## src/rtl/sel_mux_pkg.sv

```systemverilog
// Shared types and constants for the select-mux pipeline stage.
package sel_mux_pkg;

    typedef enum logic [1:0] {EMPTY, ONE, TWO} state_e;

    localparam int unsigned ERR_CNT_W   = 8;
    localparam int unsigned ERR_CNT_MAX = 255;
    localparam int unsigned DATA_W      = 32;

endpackage

```

## src/rtl/skid_buf.sv

```systemverilog
// Two-entry valid/ready skid buffer with synchronous flush; in_ready comes from
// registered state only, so there is no combinational path from out_ready.
module skid_buf
    import sel_mux_pkg::*;
#(
    parameter int unsigned WIDTH = DATA_W
) (
    input  logic             clk,
    input  logic             rst,
    input  logic             flush,
    input  logic [WIDTH-1:0] in_data,
    input  logic             in_valid,
    output logic             in_ready,
    output logic [WIDTH-1:0] out_data,
    output logic             out_valid,
    input  logic             out_ready
);

    state_e           state_q;
    logic [WIDTH-1:0] main_q;
    logic [WIDTH-1:0] skid_q;
    logic             rdy_q;
    logic             vld_q;
    logic             acc;
    logic             xfer;

    assign acc  = in_valid & rdy_q;
    assign xfer = vld_q & out_ready;

    always_ff @(posedge clk or posedge rst) begin
        if (rst) begin
            state_q <= EMPTY;
            main_q  <= '0;
            skid_q  <= '0;
            rdy_q   <= 1'b1;
            vld_q   <= 1'b0;
        end else if (flush) begin
            // Any beat offered this cycle is dropped; a concurrent transfer still completes.
            state_q <= EMPTY;
            rdy_q   <= 1'b1;
            vld_q   <= 1'b0;
        end else begin
            unique case (state_q)
                EMPTY: begin
                    if (acc) begin
                        main_q  <= in_data;
                        state_q <= ONE;
                        vld_q   <= 1'b1;
                    end
                end
                ONE: begin
                    if (acc && !xfer) begin
                        skid_q  <= in_data;
                        state_q <= TWO;
                        rdy_q   <= 1'b0;
                    end else if (acc && xfer) begin
                        main_q <= in_data;
                    end else if (xfer) begin
                        state_q <= EMPTY;
                        vld_q   <= 1'b0;
                    end
                end
                TWO: begin
                    if (xfer) begin
                        main_q  <= skid_q;
                        state_q <= ONE;
                        rdy_q   <= 1'b1;
                    end
                end
                default: begin
                    state_q <= EMPTY;
                    rdy_q   <= 1'b1;
                    vld_q   <= 1'b0;
                end
            endcase
        end
    end

    assign in_ready  = rdy_q;
    assign out_valid = vld_q;
    assign out_data  = main_q;

endmodule

```

## src/rtl/sel_mux_pipe.sv

```systemverilog
// N-input select mux feeding a registered skid-buffered output stage.
// Define SEL_MUX_RANGE_CHECK_EN to zero out-of-range selects and count them.
module sel_mux_pipe
    import sel_mux_pkg::*;
#(
    parameter  int unsigned WIDTH = DATA_W,
    parameter  int unsigned N     = 4,
    localparam int unsigned SELW  = $clog2(N)
) (
    input  logic                 clk,
    input  logic                 rst,
    input  logic [N*WIDTH-1:0]   in_data,
    input  logic [SELW-1:0]      in_sel,
    input  logic                 in_valid,
    output logic                 in_ready,
    input  logic                 flush,
    output logic [WIDTH-1:0]     out_data,
    output logic [SELW-1:0]      out_sel,
    output logic                 out_valid,
    input  logic                 out_ready,
    output logic                 err_sticky,
    output logic [ERR_CNT_W-1:0] err_cnt
);

    logic [WIDTH-1:0]      mux_data;
    logic [WIDTH+SELW-1:0] buf_out;

`ifdef SEL_MUX_RANGE_CHECK_EN
    logic sel_oor;
    assign sel_oor = 32'(in_sel) >= N;
`endif

    // Unmatched codes fall back to input 0 unless range checking forces zero.
    always_comb begin
        mux_data = in_data[WIDTH-1:0];
        for (int k = 1; k < N; k++) begin
            if (in_sel == SELW'(k)) begin
                mux_data = in_data[k*WIDTH +: WIDTH];
            end
        end
`ifdef SEL_MUX_RANGE_CHECK_EN
        if (sel_oor) begin
            mux_data = '0;
        end
`endif
    end

    skid_buf #(
        .WIDTH(WIDTH + SELW)
    ) u_skid_buf (
        .clk      (clk),
        .rst      (rst),
        .flush    (flush),
        .in_data  ({mux_data, in_sel}),
        .in_valid (in_valid),
        .in_ready (in_ready),
        .out_data (buf_out),
        .out_valid(out_valid),
        .out_ready(out_ready)
    );

    assign out_data = buf_out[WIDTH+SELW-1:SELW];
    assign out_sel  = buf_out[SELW-1:0];

`ifdef SEL_MUX_RANGE_CHECK_EN
    logic                 accept;
    logic                 sticky_q;
    logic [ERR_CNT_W-1:0] cnt_q;

    // Beats dropped by flush never count as accepted.
    assign accept = in_valid & in_ready & ~flush;

    always_ff @(posedge clk or posedge rst) begin
        if (rst) begin
            sticky_q <= 1'b0;
            cnt_q    <= '0;
        end else if (accept && sel_oor) begin
            sticky_q <= 1'b1;
            if (cnt_q != ERR_CNT_W'(ERR_CNT_MAX)) begin
                cnt_q <= cnt_q + 1'b1;
            end
        end
    end

    assign err_sticky = sticky_q;
    assign err_cnt    = cnt_q;
`else
    assign err_sticky = 1'b0;
    assign err_cnt    = '0;
`endif

endmodule

```

## config.mk

```make
export PLATFORM = sky130hd
export DESIGN_NAME = sel_mux_pipe
export DESIGN_NICKNAME = d
export VERILOG_FILES = /design/src/rtl/sel_mux_pkg.sv /design/src/rtl/skid_buf.sv /design/src/rtl/sel_mux_pipe.sv
export SDC_FILE = /design/constraint.sdc
export NUM_CORES = 1
export LEC_CHECK = 0
export BUFFER_PORTS_ARGS = -buffer_cell sky130_fd_sc_hd__buf_4
export CAP_MARGIN = 20
export CORE_MARGIN = 1
export CORE_UTILIZATION = 45
export DETAILED_ROUTE_END_ITERATION = 16
export MAX_ROUTING_LAYER = met4
export PLACE_DENSITY = 0.84
export SYNTH_ARGS = -nofsm -noshare
export SYNTH_HDL_FRONTEND = slang
export SYNTH_SLANG_ARGS = --single-unit
```

## constraint.sdc

```tcl
create_clock -name clk -period 2.78 [get_ports clk]
set_input_delay 0.834 -clock clk [delete_from_list [all_inputs] [get_ports clk]]
set_output_delay 0.834 -clock clk [all_outputs]
set_load 0.03 [all_outputs]
```

## Word-level counts from Yosys, hierarchy flattened

Cells that the tools add are included.

- Register bits after elaboration: 72
- Input port bits: 135

- Equal/unequal tests: 19
- Muxes and demuxes: 25
- Bitwise logic cells: 3
- Reductions and logical operators: 10

Operators by type and width:

| cell | number |
|---|---|
| two-way mux 34 bit | 4 |
| one-hot mux 34 bit (3 select lines) | 1 |
| two-way mux 32 bit | 3 |
| two-way mux 2 bit | 6 |
| != test 3 x 2 -> 1 bit (second input constant) | 4 |
| two-way mux 1 bit | 8 |
| == test 2 bit (second input constant) | 3 |
| != test 2 x 1 -> 1 bit (second input constant) | 3 |
| != test 2 bit (second input constant) | 3 |
| != test 3 bit (second input constant) | 2 |
| one-hot mux 1 bit (3 select lines) | 2 |
| one-hot mux 2 bit (3 select lines) | 1 |
| AND reduction 3 bit | 2 |
| AND reduction 6 bit | 1 |
| AND reduction 5 bit | 1 |
| == test 2 x 1 -> 1 bit (second input constant) | 2 |
| != test 4 x 2 -> 1 bit (second input constant) | 1 |
| != test 4 x 3 -> 1 bit (second input constant) | 1 |
| AND reduction 4 bit | 1 |
| nonzero test 3 bit | 1 |
| bitwise AND 1 bit | 2 |
| logical AND 1 bit | 2 |
| logical NOT 2 bit | 1 |
| logical NOT 1 bit | 1 |
| inverter 1 bit | 1 |

## Depth between registers and ports, before layout

- Depth in word-level cells: 7
- Gate-level depth with buffers: 7
- Depth with buffers taken out: 4

## Hierarchy

Synthesis repeated with hierarchy kept, for this count alone.

- Cells, all modules: 259
- Area, all modules: 4156.5 um^2

Modules (own cells, without submodules):

| module | instances | cells each | area each (um^2) | seq. area each (um^2) |
|---|---|---|---|---|
| skid_buf | 1 | 210 | 3270.6 | 1803.0 |
| sel_mux_pipe | 1 | 49 | 885.8 | 0.0 |

## Least setup slack after synthesis

OpenSTA, ideal clock, no wires.

- Path type: input port to flip-flop
- Start: input in_sel[1]
- End: register u_skid_buf.main_q[10] (netlist: u_skid_buf.out_data[10])
- Arrival time: 1.870 ns
- Data required time: 2.655 ns
- Setup slack: 0.784 ns
- Stages on the path: 5
- Buffers on the path: 1
- Path through: buf_2 mux2_2 nor3b_1 a211oi_1 mux2_4

- Longest elaborated chain between the ends: 7
- Elaborated cells on any way between the ends: 10

Ends and longest elaborated chain:

| item | RTL line | source |
|---|---|---|
| start, declared | sel_mux_pipe.sv:13 | `input logic [SELW-1:0] in_sel,` |
| == test 2 x 1 -> 1 bit | sel_mux_pipe.sv:37 | `if (in_sel == SELW'(k)) begin` |
| two-way mux 32 bit (2 in a row) | sel_mux_pipe.sv:37 |  |
| two-way mux 32 bit * | sel_mux_pipe.sv:37 |  |
| two-way mux 34 bit | skid_buf.sv:56 | `end else if (acc && xfer) begin` |
| two-way mux 34 bit | skid_buf.sv:52 | `if (acc && !xfer) begin` |
| one-hot mux 34 bit (3 select lines) * | skid_buf.sv:43 | `unique case (state_q)` |
| end signal, assigned | skid_buf.sv:46 | `main_q <= in_data;` |
| end signal, assigned | skid_buf.sv:57 | `main_q <= in_data;` |
| end signal, assigned | skid_buf.sv:65 | `main_q <= skid_q;` |
| end, declared | skid_buf.sv:20 | `logic [WIDTH-1:0] main_q;` |

Mark *: on every way between the ends. The rest lies on a longest branch, timed or not. The select of a mux whose other input is x is not followed.
A chain may end at the register's enable or synchronous reset.

## Worst setup path after layout

- Start: register u_skid_buf.state_q[0]
- End: register u_skid_buf.main_q[31] (netlist: u_skid_buf.out_data[31])

- Longest elaborated chain between the ends: 3
- Elaborated cells on any way between the ends: 10

Ends and longest elaborated chain:

| item | RTL line | source |
|---|---|---|
| start, declared | skid_buf.sv:19 | `state_e state_q;` |
| start signal, assigned | skid_buf.sv:32 | `state_q <= EMPTY;` |
| start signal, assigned | skid_buf.sv:39 | `state_q <= EMPTY;` |
| start signal, assigned | skid_buf.sv:47 | `state_q <= ONE;` |
| == test 2 bit, or another cell as far along | skid_buf.sv:43 |  |
| != test 2 x 1 -> 1 bit (no line), or another cell as far along | -- |  |
| AND reduction 6 bit (no line) | -- |  |

Several ways; a longest one is shown, not always the timed one.

==> impl_metrics.tcl <==
set metrics [dict create \
    status "finished clean" \
    avgRoutedWirePerCell_um 15.89 \
    maxCapViolCount 0 \
    period_needed_ps 2132 \
    synth_top_family_by_area "multiplexers" \
    portBuffers 170 \
    final_util_pct 62.95 \
    cts_resized 0 \
    drv_slew 0 \
    grt_pass1_wl_mm 18.53 \
    antenna_found_initial 0 \
    final_cell_mix "buf_4, dfrtp_1, nor2_1, mux2i_1" \
    yosys_register_bits 72 \
    crit_family "simple AND/OR/NAND/NOR gates" \
    worstMarginPinSlew_ps 553.7 \
    syn_inst 453 \
    pre_cts_slack_ps 417.1 \
    seq_area_frac_synth_pct 39.57 \
    rsz0062_at_grt "false" \
    grt_pass1_vias 3957 \
    post_cts_buffers 0 \
    ir_drop_v 0.0003973 \
    antenna_cells 0 \
    fin_setup_tns_ps 0 \
    hold_viol_final 0 \
    worstHoldPathType "register to register" \
    layout_commonest_cell "buf_4" \
    area.growth.synth_to_final_pct 35.04 \
    fmax_mhz 468.9 \
    start_kind "register" \
    grt_start_max_net_pins 67 \
    grtUsageTotal_pct 23.38 \
    cp_max_fo 18 \
    slew_headroom_pct 63.08 \
    worstSetupEndpointType "register" \
    synthAdderAreaFrac_pct 0 \
    nets 743 \
    place.gp.congestion 0.8037 \
    first_iter_violations 84 \
    die_area_sq_um 10530 \
    synth_mux_area_share_pct 27.87 \
    skew_ps 10.37 \
    dr.pass1.iters 4 \
    drive_above_1_share_pct 43.23 \
    critPathBufInv 0 \
    cts_tree "done" \
    htreeDepth 3 \
    yosys.area_share.simple_pct 12.63 \
    worst-r2r-setup-slack_ps 650 \
    post_synth_xor_area_fraction_pct 0 \
    io_pins 180 \
    yosys_warnings 0 \
    via_per_inst 5.351 \
    hpwl_mm 8.269 \
    drtAntennaViolNets 0 \
    drcViolationCount 0 \
    fin_area_sq_um 6153 \
    cts_max_path_buffers 2 \
    cts_inserted_buffers 9 \
    path_cells "nand2b_2 > and2_1 > a221oi_1 > mux2_1" \
    syn_area_sq_um 4557 \
    vias 3992 \
    finalSetupViolCount 0 \
    cts_sinks 72 \
    core_sq_um 9774 \
    grt_overflow_total 0 \
    p_leak_nw 3.000 \
    cpPeakStageDelay_ps 560 \
    period_share_pct 76.71 \
    fin_ws_ps 647.5 \
    synth_cell_type_count 34 \
    clk_latency_ps 340 \
    crit_path_top_delay_cell "and2_1" \
    fp.dieW_um 102.6 \
    clk_pin_slew_worst_paths_ps 80 \
    critical_path_class "register to register" \
    powerDensity_nw_per_um2 804.6 \
    arrival_ps 2350 \
    worstPathRequired_ps 3000 \
    syn_avg_cell_area_sq_um 10.06 \
    routed_wl_mm 11.85 \
    synth_compound_area_share_pct 13.67 \
    cts_root_buffer "clkbuf_8" \
    rows 36 \
    die_h_um 102.6 \
    cts_hold_repair.buffers 0 \
    place_area_sq_um 5901 \
    fill_cells 792 \
    start_util_pct 46.62 \
]
per-stage QoR:
| step | instances | hold WS (ps) | power (mW) |
|---|---|---|---|
| 6_report | 746 | 485.9 | 4.951 |
| 3_3_place_gp | 730 | 462.5 | 3.832 |
| 3_5_place_dp | 730 | 471.4 | 3.926 |
| 5_1_grt | 746 | 502.5 | 5.225 |
| 4_1_cts | 746 | 489.4 | 4.984 |
| 2_1_floorplan | 461 | 450.5 | 3.136 |
logic make-up after synthesis:
group                  after synthesis
DFF                                 72
buffers and inverters               48
other                                1
and+or+nand+nor                    124
muxes                              111
AOI/OAI and AO/OA                   97
cell usage after synthesis:
cell / number / area (sq um)
o21bai_4: 1 / 18.77
o21bai_1: 2 / 15.01
a221oi_1: 11 / 96.34
mux2_2: 38 / 427.9
inv_1: 2 / 7.510
nand3_1: 2 / 10.01
o21ai_0: 32 / 160.2
nand3b_1: 1 / 7.510
a21oi_1: 26 / 130.1
mux2i_1: 44 / 440.4
o21ba_2: 1 / 10.01
nand4b_1: 1 / 8.760
nor2b_1: 1 / 6.260
buf_2: 18 / 90.09
dfrtp_1: 71 / 1777
or2_2: 1 / 6.260
buf_6: 5 / 56.30
nor2_1: 54 / 202.7
dfstp_2: 1 / 26.28
nor2_2: 1 / 6.260
mux2_1: 9 / 101.4
clkbuf_1: 11 / 41.29
and2_1: 1 / 6.260
nand2b_1: 1 / 6.260
nand2_1: 38 / 142.6
conb_1: 1 / 3.750
buf_1: 1 / 3.750
buf_4: 11 / 82.58
and3b_1: 1 / 8.760
o22ai_4: 1 / 20.02
a211oi_1: 23 / 172.7
nor3b_1: 21 / 157.7
nand4_1: 1 / 6.260
mux2_4: 20 / 300.3
registers in the layout, summed over array words and instances (netlist names):
signal,count
u_skid_buf.in_ready,1
u_skid_buf.out_data,34
u_skid_buf.out_valid,1
u_skid_buf.skid_q,34
u_skid_buf.state_q,2
path summary, 6_finish.rpt:
check,from,to,cells after the start
worst min-delay path,u_skid_buf.skid_q[5],u_skid_buf.skid_q[5],2
max in group asynchronous,rst,u_skid_buf.in_ready,3
worst min register to register,u_skid_buf.skid_q[5],u_skid_buf.skid_q[5],2
worst max register to register,u_skid_buf.state_q[0],u_skid_buf.out_data[31],4
worst max-delay path,u_skid_buf.state_q[0],u_skid_buf.out_data[31],4
min in group asynchronous,rst,u_skid_buf.out_data[7],2
cell type report:
type	count	area (sq um)	area share (%)
multi-input cells	341	2507	40.75
repair buffers	182	1416	23.02
clock buffers	10	137.6	2.237
inverters	2	7.507	0.1220
well taps	133	166.4	2.704
flip-flops and latches	72	1803	29.30
clock inverters	6	115.1	1.871
layer usage:
metal	vias to the layer above	track usage, %	routed length (um)
li1	1916	-	-
met1	1911	27.97	5120
met3	18	3.593	639
met5	-	-	0
met2	147	40.10	5959
met4	0	7.912	131
tightest hold or removal path: cells and delay by family (launching register included):
family          cells  cell delay [ps]
compound gates      1               60
flops               1              350
simple gates        1               40
report_power, final:
| group | switching [mW] | leakage (nW) | internal (mW) |
|---|---|---|---|
| combinational | 1.12 | 2.01 | 0.964 |
| sequential | 0.298 | 0.869 | 1.53 |
| clock | 0.418 | 0.123 | 0.626 |
No activity file was read; power rests on OpenSTA's default activity.
